[src/rtl/output_spin_pkg.sv]
// -----------------------------------------------------------------------------
// output_spin_pkg
// Shared definitions for the output spin register-file stream controller:
//   - read-side FSM state encoding
//   - beats-per-word helper (ceiling division of spin width by bus width)
//   - default word, bus and register-file sizes
// -----------------------------------------------------------------------------
package output_spin_pkg;

    localparam int SPIN_W_DEFAULT   = 50;
    localparam int GPIO_W_DEFAULT   = 8;
    localparam int RF_DEPTH_DEFAULT = 200;

    // Read side: fetch address, load data, then serialise beats.
    typedef enum logic [1:0] {
        RD_IDLE  = 2'd0,
        RD_FETCH = 2'd1,
        RD_LOAD  = 2'd2,
        RD_SEND  = 2'd3
    } rd_state_t;

    // Number of bus beats needed to carry one spin word.
    function automatic int calc_beats(input int spin_w, input int gpio_w);
        return (spin_w + gpio_w - 1) / gpio_w;
    endfunction

endpackage

[src/rtl/spin_word_serializer.sv]
// -----------------------------------------------------------------------------
// spin_word_serializer
// Holds one spin word and presents it LSB-first as GPIO_W-wide beats on a
// valid/ready bus. The final beat is zero-padded above the word's MSB.
//
// Ports:
//   i_clk, i_rstn    clock, asynchronous active-low reset
//   clear            synchronous session clear (abandons an in-flight word)
//   load             capture load_data and start beat 0
//   load_data        word to serialise
//   out_gpio         current beat (0 when not valid)
//   out_gpio_valid   a beat is being offered
//   out_gpio_ready   receiver accepts the offered beat
//   word_done        one-cycle pulse: the last beat was accepted this cycle
// -----------------------------------------------------------------------------
module spin_word_serializer
    import output_spin_pkg::*;
#(
    parameter int SPIN_W = SPIN_W_DEFAULT,
    parameter int GPIO_W = GPIO_W_DEFAULT
) (
    input  logic              i_clk,
    input  logic              i_rstn,
    input  logic              clear,
    input  logic              load,
    input  logic [SPIN_W-1:0] load_data,
    output logic [GPIO_W-1:0] out_gpio,
    output logic              out_gpio_valid,
    input  logic              out_gpio_ready,
    output logic              word_done
);

    localparam int BEATS  = calc_beats(SPIN_W, GPIO_W);
    localparam int BEAT_W = (BEATS > 1) ? $clog2(BEATS) : 1;
    localparam int PAD_W  = BEATS * GPIO_W;
    localparam logic [BEAT_W-1:0] LAST_BEAT = BEAT_W'(BEATS - 1);

    logic [SPIN_W-1:0] hold_q;
    logic [BEAT_W-1:0] beat_q;
    logic              valid_q;
    logic [PAD_W-1:0]  padded;
    logic              beat_accept;

    // Zero-extension supplies the padding of the final beat.
    assign padded      = PAD_W'(hold_q);
    assign beat_accept = valid_q && out_gpio_ready;
    assign word_done   = beat_accept && (beat_q == LAST_BEAT);

    assign out_gpio_valid = valid_q;
    assign out_gpio       = valid_q ? padded[int'(beat_q) * GPIO_W +: GPIO_W] : '0;

    // NOTE: state registers use non-blocking assignments so every flop samples
    // pre-edge values regardless of block evaluation order.
    always_ff @(posedge i_clk or negedge i_rstn) begin
        if (!i_rstn) begin
            hold_q  <= '0;
            beat_q  <= '0;
            valid_q <= 1'b0;
        end else if (clear) begin
            hold_q  <= '0;
            beat_q  <= '0;
            valid_q <= 1'b0;
        end else if (load) begin
            hold_q  <= load_data;
            beat_q  <= '0;
            valid_q <= 1'b1;
        end else if (beat_accept) begin
            if (beat_q == LAST_BEAT) begin
                beat_q  <= '0;
                valid_q <= 1'b0;
            end else begin
                beat_q <= beat_q + BEAT_W'(1);
            end
        end
    end

endmodule

[src/rtl/output_spin_rf_stream_ctrl.sv]
// -----------------------------------------------------------------------------
// output_spin_rf_stream_ctrl
// Captures per-run spin read-out words into an external single-port register
// file used as a circular buffer, and streams them out over a GPIO-width
// valid/ready bus. Either drains after final_run (conf_stream_mode=0) or
// streams while capturing (conf_stream_mode=1).
//
// Ports:
//   i_clk, i_rstn                 clock, asynchronous active-low reset
//   conf_sys_ctrl_reg_RESET       rising edge starts a new session
//   conf_reg_total_run_count      runs in the session
//   conf_reg_total_rerun_count    reruns in the session
//   conf_stream_mode              0 = drain after final_run, 1 = stream
//   spin_wr_valid, spin_read_out  one-cycle word capture strobe and data
//   final_run                     last run in progress or complete
//   rf_q                          RF read data, 1-cycle latency
//   rf_web, rf_a, rf_d, rf_bweb   RF port (enables active low)
//   out_gpio, out_gpio_valid,
//   out_gpio_ready                output beat handshake
//   gpio_ie, gpio_oen             pad direction (both high = input)
//   buffer_full                   RF holds RF_DEPTH words
//   overflow                      sticky: a word was dropped on a full RF
//   stream_done                   every word of the session has been sent
// -----------------------------------------------------------------------------
module output_spin_rf_stream_ctrl
    import output_spin_pkg::*;
#(
    parameter int SPIN_W   = SPIN_W_DEFAULT,
    parameter int GPIO_W   = GPIO_W_DEFAULT,
    parameter int RF_DEPTH = RF_DEPTH_DEFAULT,
    parameter int ADDR_W   = 8,
    parameter int CNT_W    = 9
) (
    input  logic              i_clk,
    input  logic              i_rstn,
    input  logic              conf_sys_ctrl_reg_RESET,
    input  logic [7:0]        conf_reg_total_run_count,
    input  logic [7:0]        conf_reg_total_rerun_count,
    input  logic              conf_stream_mode,
    input  logic              spin_wr_valid,
    input  logic [SPIN_W-1:0] spin_read_out,
    input  logic              final_run,
    input  logic [SPIN_W-1:0] rf_q,
    output logic              rf_web,
    output logic [ADDR_W-1:0] rf_a,
    output logic [SPIN_W-1:0] rf_d,
    output logic [SPIN_W-1:0] rf_bweb,
    output logic [GPIO_W-1:0] out_gpio,
    output logic              out_gpio_valid,
    input  logic              out_gpio_ready,
    output logic              gpio_ie,
    output logic              gpio_oen,
    output logic              buffer_full,
    output logic              overflow,
    output logic              stream_done
);

    localparam int OCC_W = ADDR_W + 1;
    localparam logic [ADDR_W-1:0] LAST_ADDR = ADDR_W'(RF_DEPTH - 1);
    localparam logic [OCC_W-1:0]  DEPTH_OCC = OCC_W'(RF_DEPTH);

    rd_state_t         state_q, state_d;
    logic              reset_q;
    logic              sess_clr;
    logic [CNT_W-1:0]  total;
    logic [CNT_W-1:0]  wr_count_q;
    logic [CNT_W-1:0]  sent_count_q;
    logic              wbuf_valid_q;
    logic [SPIN_W-1:0] wbuf_data_q;
    logic [ADDR_W-1:0] wr_ptr_q;
    logic [ADDR_W-1:0] rd_ptr_q;
    logic [OCC_W-1:0]  occ_q;
    logic [OCC_W-1:0]  occ_pending;
    logic              overflow_q;
    logic              stream_done_q;
    logic              accept_wr;
    logic              drop_wr;
    logic              load;
    logic              word_done;

    // Depth need not be a power of two, so pointers wrap by explicit compare.
    function automatic logic [ADDR_W-1:0] ptr_inc(input logic [ADDR_W-1:0] p);
        return (p == LAST_ADDR) ? '0 : p + ADDR_W'(1);
    endfunction

    assign sess_clr = conf_sys_ctrl_reg_RESET && !reset_q;
    assign total    = CNT_W'(conf_reg_total_run_count) + CNT_W'(conf_reg_total_rerun_count);

    // A word still sitting in the write buffer already owns an RF slot.
    assign occ_pending = occ_q + OCC_W'(wbuf_valid_q);
    assign accept_wr   = spin_wr_valid && (wr_count_q < total);
    assign drop_wr     = accept_wr && (occ_pending >= DEPTH_OCC);
    assign load        = (state_q == RD_LOAD);

    always_ff @(posedge i_clk or negedge i_rstn) begin
        if (!i_rstn) begin
            reset_q <= 1'b0;
        end else begin
            reset_q <= conf_sys_ctrl_reg_RESET;
        end
    end

    // ---------------- write side ----------------
    always_ff @(posedge i_clk or negedge i_rstn) begin
        if (!i_rstn) begin
            wr_count_q   <= '0;
            wbuf_valid_q <= 1'b0;
            wbuf_data_q  <= '0;
            wr_ptr_q     <= '0;
            overflow_q   <= 1'b0;
        end else if (sess_clr) begin
            wr_count_q   <= '0;
            wbuf_valid_q <= 1'b0;
            wbuf_data_q  <= '0;
            wr_ptr_q     <= '0;
            overflow_q   <= 1'b0;
        end else begin
            if (accept_wr) begin
                wr_count_q <= wr_count_q + CNT_W'(1);
            end
            wbuf_valid_q <= accept_wr && !drop_wr;
            if (accept_wr && !drop_wr) begin
                wbuf_data_q <= spin_read_out;
            end
            if (drop_wr) begin
                overflow_q <= 1'b1;
            end
            if (wbuf_valid_q) begin
                wr_ptr_q <= ptr_inc(wr_ptr_q);
            end
        end
    end

    // ---------------- read side ----------------
    always_ff @(posedge i_clk or negedge i_rstn) begin
        if (!i_rstn) begin
            state_q <= RD_IDLE;
        end else if (sess_clr) begin
            state_q <= RD_IDLE;
        end else begin
            state_q <= state_d;
        end
    end

    always_comb begin
        // NOTE: every signal written here gets a default first, so no path
        // through the case can infer a latch.
        state_d = state_q;
        unique case (state_q)
            RD_IDLE: begin
                if (occ_q != '0 && (conf_stream_mode || (final_run && !wbuf_valid_q))) begin
                    state_d = RD_FETCH;
                end
            end
            // A pending write owns the port; retry the read next cycle.
            RD_FETCH: if (!wbuf_valid_q) state_d = RD_LOAD;
            RD_LOAD:  state_d = RD_SEND;
            RD_SEND: begin
                if (word_done) begin
                    state_d = (occ_q != '0) ? RD_FETCH : RD_IDLE;
                end
            end
            default: state_d = RD_IDLE;
        endcase
    end

    always_ff @(posedge i_clk or negedge i_rstn) begin
        if (!i_rstn) begin
            rd_ptr_q      <= '0;
            occ_q         <= '0;
            sent_count_q  <= '0;
            stream_done_q <= 1'b0;
        end else if (sess_clr) begin
            rd_ptr_q      <= '0;
            occ_q         <= '0;
            sent_count_q  <= '0;
            stream_done_q <= 1'b0;
        end else begin
            unique case ({wbuf_valid_q, load})
                2'b10:   occ_q <= occ_q + OCC_W'(1);
                2'b01:   occ_q <= occ_q - OCC_W'(1);
                default: occ_q <= occ_q;
            endcase
            if (load) begin
                rd_ptr_q <= ptr_inc(rd_ptr_q);
            end
            if (word_done) begin
                sent_count_q <= sent_count_q + CNT_W'(1);
                if ((sent_count_q + CNT_W'(1)) == total) begin
                    stream_done_q <= 1'b1;
                end
            end
        end
    end

    // ---------------- RF port: writes win over reads ----------------
    always_comb begin
        rf_web  = 1'b1;
        rf_bweb = '1;
        rf_a    = '0;
        rf_d    = '0;
        if (wbuf_valid_q) begin
            rf_web  = 1'b0;
            rf_bweb = '0;
            rf_a    = wr_ptr_q;
            rf_d    = wbuf_data_q;
        end else if (state_q == RD_FETCH) begin
            rf_a = rd_ptr_q;
        end
    end

    spin_word_serializer #(
        .SPIN_W (SPIN_W),
        .GPIO_W (GPIO_W)
    ) u_serializer (
        .i_clk          (i_clk),
        .i_rstn         (i_rstn),
        .clear          (sess_clr),
        .load           (load),
        .load_data      (rf_q),
        .out_gpio       (out_gpio),
        .out_gpio_valid (out_gpio_valid),
        .out_gpio_ready (out_gpio_ready),
        .word_done      (word_done)
    );

    assign gpio_ie     = ~(final_run | conf_stream_mode | out_gpio_valid);
    assign gpio_oen    = ~(final_run | conf_stream_mode | out_gpio_valid);
    assign buffer_full = (occ_q == DEPTH_OCC);
    assign overflow    = overflow_q;
    assign stream_done = stream_done_q;

endmodule

[config.mk]
export PLATFORM = sky130hd
export DESIGN_NAME = output_spin_rf_stream_ctrl
export DESIGN_NICKNAME = d
export VERILOG_FILES = /design/src/rtl/output_spin_pkg.sv /design/src/rtl/spin_word_serializer.sv /design/src/rtl/output_spin_rf_stream_ctrl.sv
export SDC_FILE = /design/constraint.sdc
export NUM_CORES = 1
export LEC_CHECK = 0
export BUFFER_PORTS_ARGS = -buffer_cell sky130_fd_sc_hd__buf_4
export CAP_MARGIN = 20
export CORE_UTILIZATION = 24
export DETAILED_ROUTE_END_ITERATION = 8
export PLACE_DENSITY = 0.54
export SETUP_SLACK_MARGIN = 0.4
export SKIP_CTS_REPAIR_TIMING = 1
export SYNTH_ARGS = -nofsm -noshare
export SYNTH_HDL_FRONTEND = slang
export SYNTH_HIERARCHICAL = 1
export SYNTH_SLANG_ARGS = --single-unit
[constraint.sdc]
create_clock -name i_clk -period 4.9 [get_ports i_clk]
set_input_delay 0.98 -clock i_clk [delete_from_list [all_inputs] [get_ports i_clk]]
set_output_delay 0.98 -clock i_clk [all_outputs]
set_load 0.01 [all_outputs]
# == Word level (Yosys, flattened, before mapping) ==
# Cells that the tools add are included.
# word_totals
wordCells,111
out_inout_bits,123
inputBits,123
reg_bits,153
# classes
addsub,9
magnitude_cmp,2
reduce_logical,27
shift,1
n_bitwise,3
eq_ne,13
mux,42
# op_table
op,n
two-way mux 50 bit,6
two-way mux 8 bit,9
indexed part select 56 x 7 -> 8 bit,1
two-way mux 9 bit,5
adder 9 x 1 -> 9 bit (second input constant),3
case mux 9 bit (2 select lines),1
adder 8 x 1 -> 8 bit (second input constant),2
equality test 8 bit (second input constant),2
nonzero test 2 bit,7
two-way mux 1 bit,12
two-way mux 3 bit,4
adder 8 x 8 -> 9 bit,1
adder 9 x 1 -> 9 bit,1
equality test 9 x 8 -> 1 bit (second input constant),1
equality test 9 bit,1
greater-or-equal comparator 9 x 8 -> 1 bit (second input constant),1
less-than comparator 9 bit,1
nonzero test 3 bit,3
nonzero test 9 bit,1
subtractor 9 x 1 -> 9 bit (second input constant),1
logical AND 1 bit,8
two-way mux 2 bit,4
case mux 2 bit (4 select lines),1
equality test 2 bit (second input constant),3
12 further kinds,18

# == Logic depth before layout (Yosys ltp) ==
# Gate-level depths: netlist of run 1.
# logic_depth
ltp_word,8
ltp_mapped,18
depth_no_buf,15

# == Hierarchy ==
# The synthesis of run 1 kept the hierarchy.
# modules_own_cells
module,seq_area_each_um2,n_inst,area_per_inst_um2,cells_per_inst
output_spin_rf_stream_ctrl,2477.4,1,6373.6,692
spin_word_serializer,1351.3,1,2651.3,227

# == Worst setup path after synthesis of run 1 ==
# No wires, ideal clock.
# synth_timing
kind,input to register
from,in conf_reg_total_run_count[0]
to,reg wr_count_q[5]
setup_time_ns,0.078
t_arrival_ns,4.152
stages,15
n_path_buf,1
required_time_ns,4.822
path_slack_ns,0.670
cell_sequence,ha_1 -> inv_1 -> fa_1 -> nor2b_4 -> o311a_1 -> or4_4 -> a31oi_4 -> ha_1 -> and4_1 -> nand2_1 -> and4b_1 -> clkbuf_1 -> o21ai_1 -> or4_1 -> a21oi_1
# synth_via
elab_chain_cells,4
# synth_rtl
item,line_no,text
"start, declared",output_spin_rf_stream_ctrl.sv:37,"input logic [7:0] conf_reg_total_run_count,"
adder 8 x 8 -> 9 bit,output_spin_rf_stream_ctrl.sv:87,assign total = CNT_W'(conf_reg_total_run_count) + CNT_W'(conf_reg_total_rerun_count);
less-than comparator 9 bit,output_spin_rf_stream_ctrl.sv:91,assign accept_wr = spin_wr_valid && (wr_count_q < total);
logical AND 1 bit,output_spin_rf_stream_ctrl.sv:91,
nonzero test 2 bit (no line),n/a,
"end signal, assigned",output_spin_rf_stream_ctrl.sv:119,wr_count_q <= wr_count_q + CNT_W'(1);
"end, declared",output_spin_rf_stream_ctrl.sv:66,logic [CNT_W-1:0] wr_count_q;
# Every way passes these cells.
# A chain may end at the register's enable or synchronous reset.

# == Worst setup path after layout of run 1 ==
# layout_timing
from,in conf_reg_total_run_count[3]
to,reg wbuf_data_q[15]
# layout_via
elab_chain_cells,7
# layout_rtl
item,line_no,text
adder 8 x 8 -> 9 bit *,output_spin_rf_stream_ctrl.sv:87,
less-than comparator 9 bit *,output_spin_rf_stream_ctrl.sv:91,
logical AND 1 bit *,output_spin_rf_stream_ctrl.sv:91,
logical AND 1 bit,output_spin_rf_stream_ctrl.sv:92,assign drop_wr = accept_wr && (occ_pending >= DEPTH_OCC);
logical NOT 1 bit,output_spin_rf_stream_ctrl.sv:122,if (accept_wr && !drop_wr) begin
logical AND 1 bit *,output_spin_rf_stream_ctrl.sv:122,
nonzero test 2 bit (no line) *,n/a,
"end signal, assigned",output_spin_rf_stream_ctrl.sv:123,wbuf_data_q <= spin_read_out;
"end, declared",output_spin_rf_stream_ctrl.sv:69,logic [SPIN_W-1:0] wbuf_data_q;
# Mark *: on every way between the ends. The rest lies on a longest branch, timed or not.

==> flow_summary.yaml, run 1 <==
setup_path:
  path_max_fanout: 51
  critPathKind: "input pin to register"
  r2r.worst_path.cells: 12
  required_ns: 5.17
  critPathLaunchType: "input pin"
  r2r_slack_ns: 1.57
  r2r_start: "wbuf_valid_q"
  worst_ep_arrival_time_ns: 4.34
  rr_endpoint: "occ_q[8]"
  endpoint_kind: "register"
synth:
  ys_seq_elements: 153
  ys_types: 63
  ys_warn_count: 6
  synth_area_leader_cell: "dfrtp_1"
  ys_top_cells_by_area: "dfrtp_1, mux2i_1, nor2_1"
  yosysTopAreaCellShare_pct: 42.4
  ys_seq_area_share_pct: 42.4
  synth_nets: 1077
  ys_async_sr_fraction_pct: 100
  synth-main-ff-cell: "dfrtp_1"
  syn-cell-area_um2: 9020
  synth_area_per_cell_um2: 9.82
  synth-edff-count: 0
  synthCells: 919
clocking:
  cts.path.max_buffers: 2
  tritoncts.num_buffers: 17
  clk_pin_slew_ns: 0.06
  cts_tree: "done"
  clock_latency_ns: 0.43
  cts_root_buffer: "clkbuf_16"
  htree_levels: 4
  clkSinkCount: 153
die:
  row_count: 70
  start_util_pct: 24.5
  ios: 246
  core_um2: 36800
  fp.dieW_um: 196
  die_h_um: 196
  die_area_um2: 38400
worst_hold_path:
  hold_path_class: "register to register"
  hold_path_end: "overflow"
  min_from: "overflow"
  hold_path_depth: 1
sta:
  setup_ws_ns: 0.824
  period_minus_slack_ns: 4.08
  tns_ns: 0
  finalMaxSlewViolations: 0
  fin_skew_ns: 0.0149
  worst_pin_slew_ns: 0.993
  slew_headroom_pct: 33.8
  period_share_pct: 83.2
  setup_viol: 0
  max_freq_ghz: 0.245
  rsz0062_at_grt: "no"
  hold_violations: 0
layout:
  syn_to_final_growth_pct: 27.3
  stdcell_area_um2: 11500
  drive_above_1_share_pct: 26.7
  diodes: 0
  mostFrequentLayoutCell: "buf_4"
  final_nets: 1252
  mostFrequentLayoutCells: "buf_4, dfrtp_1, nor2_1, mux2i_1, nand2_1"
grt:
  grt_pass1_wl_mm: 36.9
  grt_overflow: 0
  antenna_found_initial: 0
  grt_pass1_vias: 7032
  grtUsageTotal_pct: 12.1
  grt_max_degree: 86
place:
  placed_area_um2: 11000
  port_buffers: 245
  dp_hpwl_mm: 16.1
  preCtsSetupSlack_ns: 0.384
  place_congestion: 0.769
detailed_routing:
  vias: 7062
  wire_per_inst_um: 14.6
  drtPass1Iterations: 5
  routed_via_density: 4.49
  ant_nets: 0
  routed_wl_mm: 23.0
  drc: 0
  drtIter0Drc: 281
power_and_ir_drop:
  powerDensity_nw_per_um2: 439
  ir_drop_mv: 0.182
  p_leak_nw: 5.62
status:
  status: "finished, final reports clean"
flow_run:
  maxCapViolations: 0
per-stage QoR:
| step | std cells | power (W) | hold slack (ns) | util, % |
|---|---|---|---|---|
| 2_1_floorplan | 919 | 0.00331 | 0.477 | - |
| 6_report | 1574 | 0.00504 | 0.496 | 31.2 |
| 3_3_place_gp | 1543 | 0.00384 | 0.483 | 29.8 |
| 4_1_cts | 1574 | 0.00511 | 0.506 | 31.2 |
| 3_5_place_dp | 1543 | 0.00388 | 0.491 | 29.8 |
| 5_1_grt | 1574 | 0.00540 | 0.532 | 31.2 |
sequential cells by signal, indices dropped and copies added, names as in the netlist:
name / cells
occ_q: 9
overflow: 1
rd_ptr_q: 8
reset_q: 1
sent_count_q: 9
state_q: 2
stream_done: 1
u_serializer/beat_q: 3
u_serializer/hold_q: 50
u_serializer/out_gpio_valid: 1
wbuf_data_q: 50
wbuf_valid_q: 1
wr_count_q: 9
wr_ptr_q: 8
cells in the mapped netlist, types with 2 or more instances:
cell type / instances
nand3b_1: 3
o21a_1: 3
o31ai_1: 6
mux2i_1: 115
nor3b_1: 2
nor3_1: 11
o21bai_1: 2
a211oi_1: 3
mux4_2: 2
nand3_1: 21
buf_1: 3
o211ai_1: 7
a31oi_1: 2
clkbuf_1: 28
nand2b_1: 5
or4_1: 6
a21oi_1: 23
buf_6: 2
buf_2: 13
mux4_1: 6
xnor2_1: 15
nand4b_1: 2
o21ai_0: 32
ha_1: 33
fa_1: 2
nor2b_1: 3
o22ai_1: 8
nand2_1: 60
dfrtp_1: 153
a21o_1: 9
or2_1: 2
xor2_1: 27
inv_1: 22
and2_1: 53
buf_4: 51
nand4_1: 9
o2111ai_1: 2
and3_1: 10
nor2_1: 139
worst max-delay path by stage:
stage / from / endpoint / slack [ns] / cells after the start
after floorplan: conf_reg_total_run_count[0] / wr_count_q[5] / 0.67 / 15
after global placement: conf_reg_total_run_count[3] / wbuf_data_q[29] / 0.45 / 15
after detailed placement: conf_reg_total_run_count[3] / wr_count_q[5] / 0.38 / 14
after CTS: conf_reg_total_run_count[3] / wbuf_data_q[15] / 0.85 / 15
after global routing: conf_reg_total_run_count[3] / wr_count_q[5] / 0.50 / 14
final: conf_reg_total_run_count[3] / wbuf_data_q[15] / 0.82 / 15
routing by layer:
metal	wire [um]	global-route usage, %
met5	0	0
met4	231	3.50
met3	1660	3.92
met2	10700	19.5
met1	10500	15.4
power breakdown:
part / total, W / leakage, nW / internal, W / switching [W]
registers: 0.00191 / 2.01 / 0.00162 / 0.000290
clock network: 0.00120 / 0.252 / 0.000657 / 0.000545
logic: 0.00193 / 3.35 / 0.000949 / 0.000983
cell families after synthesis:
logic type	synth area share, %
and+or+nand+nor	17.6
DFF	42.4
muxes	15.3
AOI/OAI and AO/OA	8.04
buffers and inverters	7.58
xor gates and xnor gates	4.08
adders and majority gates	5.02
area by class of cell:
| type | instances | area (um^2) |
|---|---|---|
| fillers | 3822 | 25300 |
| clock inverters | 11 | 77.6 |
| flip-flops and latches | 153 | 3830 |
| well taps | 468 | 586 |
| multi-input cells | 646 | 4520 |
| repair buffers | 254 | 1940 |
| inverters | 22 | 85.1 |
| clock buffers | 20 | 447 |
critical path: stages:
cell and delay [ns]:
buf_4 0.11, ha_1 0.35, and2_1 0.19, a311o_1 0.30
a21oi_1 0.27, mux2i_1 0.22, o211ai_1 0.14, ha_1 0.31
and4_1 0.21, nand2_1 0.05, and4b_1 0.27, o211ai_1 0.20
buf_12 0.37, mux2i_1 0.24, nor2_1 0.06
Power figures use the tool's default switching activity.
==> inputs of run 2 (changes only) <==
PLACE_DENSITY = 0.55   (was 0.54)
clock period = 3.7 ns   (was 4.9 ns; I/O delays follow)
==> run 2 against run 1 <==
Hold slack lost 0.29 ns. First-iteration DRC count rose by 20%. Routed wire length grew 8.2%. Cell area grew 4.8%. Non-clock buffer count increased by 34. Global-route usage rose by 1.0 points. Utilization increased by 1.5 points. Sequential cell count unchanged. Clock power up 53%.
==> flow_summary.yaml, run 2 (synthesized netlist as in run 1, its figures left out) <==
sta:
  setup_viol: 0
  slew_headroom_pct: 32.9
  fin_skew_ns: 0.0188
  finalMaxSlewViolations: 0
  rsz0062_at_grt: "yes"
  worst_pin_slew_ns: 1.01
  max_freq_ghz: 0.293
  period_share_pct: 92.3
  hold_violations: 0
  period_minus_slack_ns: 3.41
worst_hold_path:
  hold_path_class: "input pin to asynchronous set/reset pin"
grt:
  grt_pass1_vias: 7019
  grtUsageTotal_pct: 13.1
  use_met2_pct: 21.4
  grtUsageMet1_pct: 16.9
  grt_overflow: 0
  grt-busiest-layer: "met2"
  grt_max_degree: 79
  antenna_found_initial: 0
  grt.met3_usage_pct: 4.01
  grt_pass1_wl_mm: 39.5
setup_path:
  critPathKind: "input pin to register"
  worst_ep_arrival_time_ns: 3.78
  r2r.worst_path.cells: 12
  critPathLaunchType: "input pin"
  endpoint_kind: "register"
  r2r_slack_ns: 0.69
  path_max_fanout: 5
  required_ns: 4.06
  rr_endpoint: "occ_q[8]"
  r2r_start: "state_q[0]"
layout:
  final_nets: 1286
  diodes: 0
  top_regs: "u_serializer/hold_q: 50 flops, wbuf_data_q: 50 flops"
  fillers: 3825
  drive_above_1_share_pct: 30.7
  mostFrequentLayoutCell: "buf_4"
  mostFrequentLayoutCells: "buf_4, dfrtp_1, nor2_1, mux2i_1, nand2_1"
  finish.utilization_pct: 32.7
  syn_to_final_growth_pct: 33.4
clocking:
  cts.path.max_buffers: 2
  htree_levels: 4
  clock_latency_ns: 0.44
  cts_root_buffer: "clkbuf_16"
  cts_tree: "done"
  tritoncts.num_buffers: 17
  clk_pin_slew_ns: 0.07
  clkSinkCount: 153
die:
  die_h_um: 196
  core_um2: 36800
  ios: 246
  row_count: 70
  fp.dieW_um: 196
  die_area_um2: 38400
  start_util_pct: 24.5
place:
  port_buffers: 245
  place_congestion: 0.756
  dp_hpwl_mm: 17.8
detailed_routing:
  routed_via_density: 4.43
  drtPass1Iterations: 4
  routed_wl_mm: 24.9
  wire_per_inst_um: 15.5
  vias: 7122
  drtIter0Drc: 338
  drc: 0
  ant_nets: 0
flow_run:
  maxCapViolations: 0
power_and_ir_drop:
  p_total_w: 0.00708
  ir_drop_mv: 0.366
  powerDensity_nw_per_um2: 588
  p_leak_nw: 5.86
status:
  status: "finished, final reports clean"
## run 2: changes by cell type in the layout (fill, tap and decap cells not counted), moves of 3 or more
cell and change:
a21oi_1 -3, a21oi_2 +3, buf_12 +4, buf_4 +25, buf_6 +5, ha_1 -5, ha_4 +5, inv_6 +4
## run 2: worst max path at each step
stage | from | cells past startpoint | to
after CTS | conf_reg_total_run_count[0] | 16 | wr_count_q[5]
final | conf_reg_total_run_count[0] | 16 | wr_count_q[5]
after global placement | conf_reg_total_run_count[0] | 16 | wr_count_q[5]
after floorplan | conf_reg_total_run_count[0] | 15 | wr_count_q[5]
after detailed placement | conf_reg_total_run_count[0] | 16 | wr_count_q[5]
after global routing | conf_reg_total_run_count[0] | 19 | wbuf_data_q[18]
## run 2: metrics by stage
step	hold WS (ns)	setup WS (ns)	setup TNS (ns)	area, um^2	instances
after global placement	0.480	-0.124	-5.06	11300	1576
after detailed placement	0.492	-0.168	-6.68	11300	1576
final	0.210	0.286	0	12000	1609
after floorplan	0.444	0.100	0	9180	919
after CTS	0.204	0.314	0	11900	1608
after global routing	0.211	0.164	0	12000	1609
## run 2: layout make-up
cell class,count,area [um^2],area share (%)
clock buffer,20,467,3.88
clock inverter,12,138,1.14
inverter,22,88.8,0.738
multi-input combinational,646,4670,38.8
sequential,153,3830,31.8
tap,468,586,4.86
timing repair buffer,288,2260,18.8
## run 2: where the power goes
group	internal [W]	total, W	switching [W]
logic	0.00136	0.00273	0.00137
registers	0.00214	0.00253	0.000389
clock network	0.00106	0.00183	0.000774
## run 2: critical path: stages
cell	delay [ns]
buf_6	0.10
ha_4	0.15
inv_2	0.05
fa_2	0.23
nor2b_4	0.05
o311a_1	0.29
or4_4	0.43
a31oi_4	0.22
ha_4	0.23
and4_1	0.15
nand2_1	0.06
and4b_1	0.24
buf_6	0.14
o21ai_4	0.06
or4_4	0.51
a21oi_2	0.14
## run 2: metal layers
| layer | wire, um | vias to the layer above |
|---|---|---|
| met3 | 1320 | 14 |
| met2 | 12100 | 148 |
| met1 | 11300 | 3429 |
| met5 | 0 | - |
| met4 | 243 | 0 |
| li1 | - | 3531 |
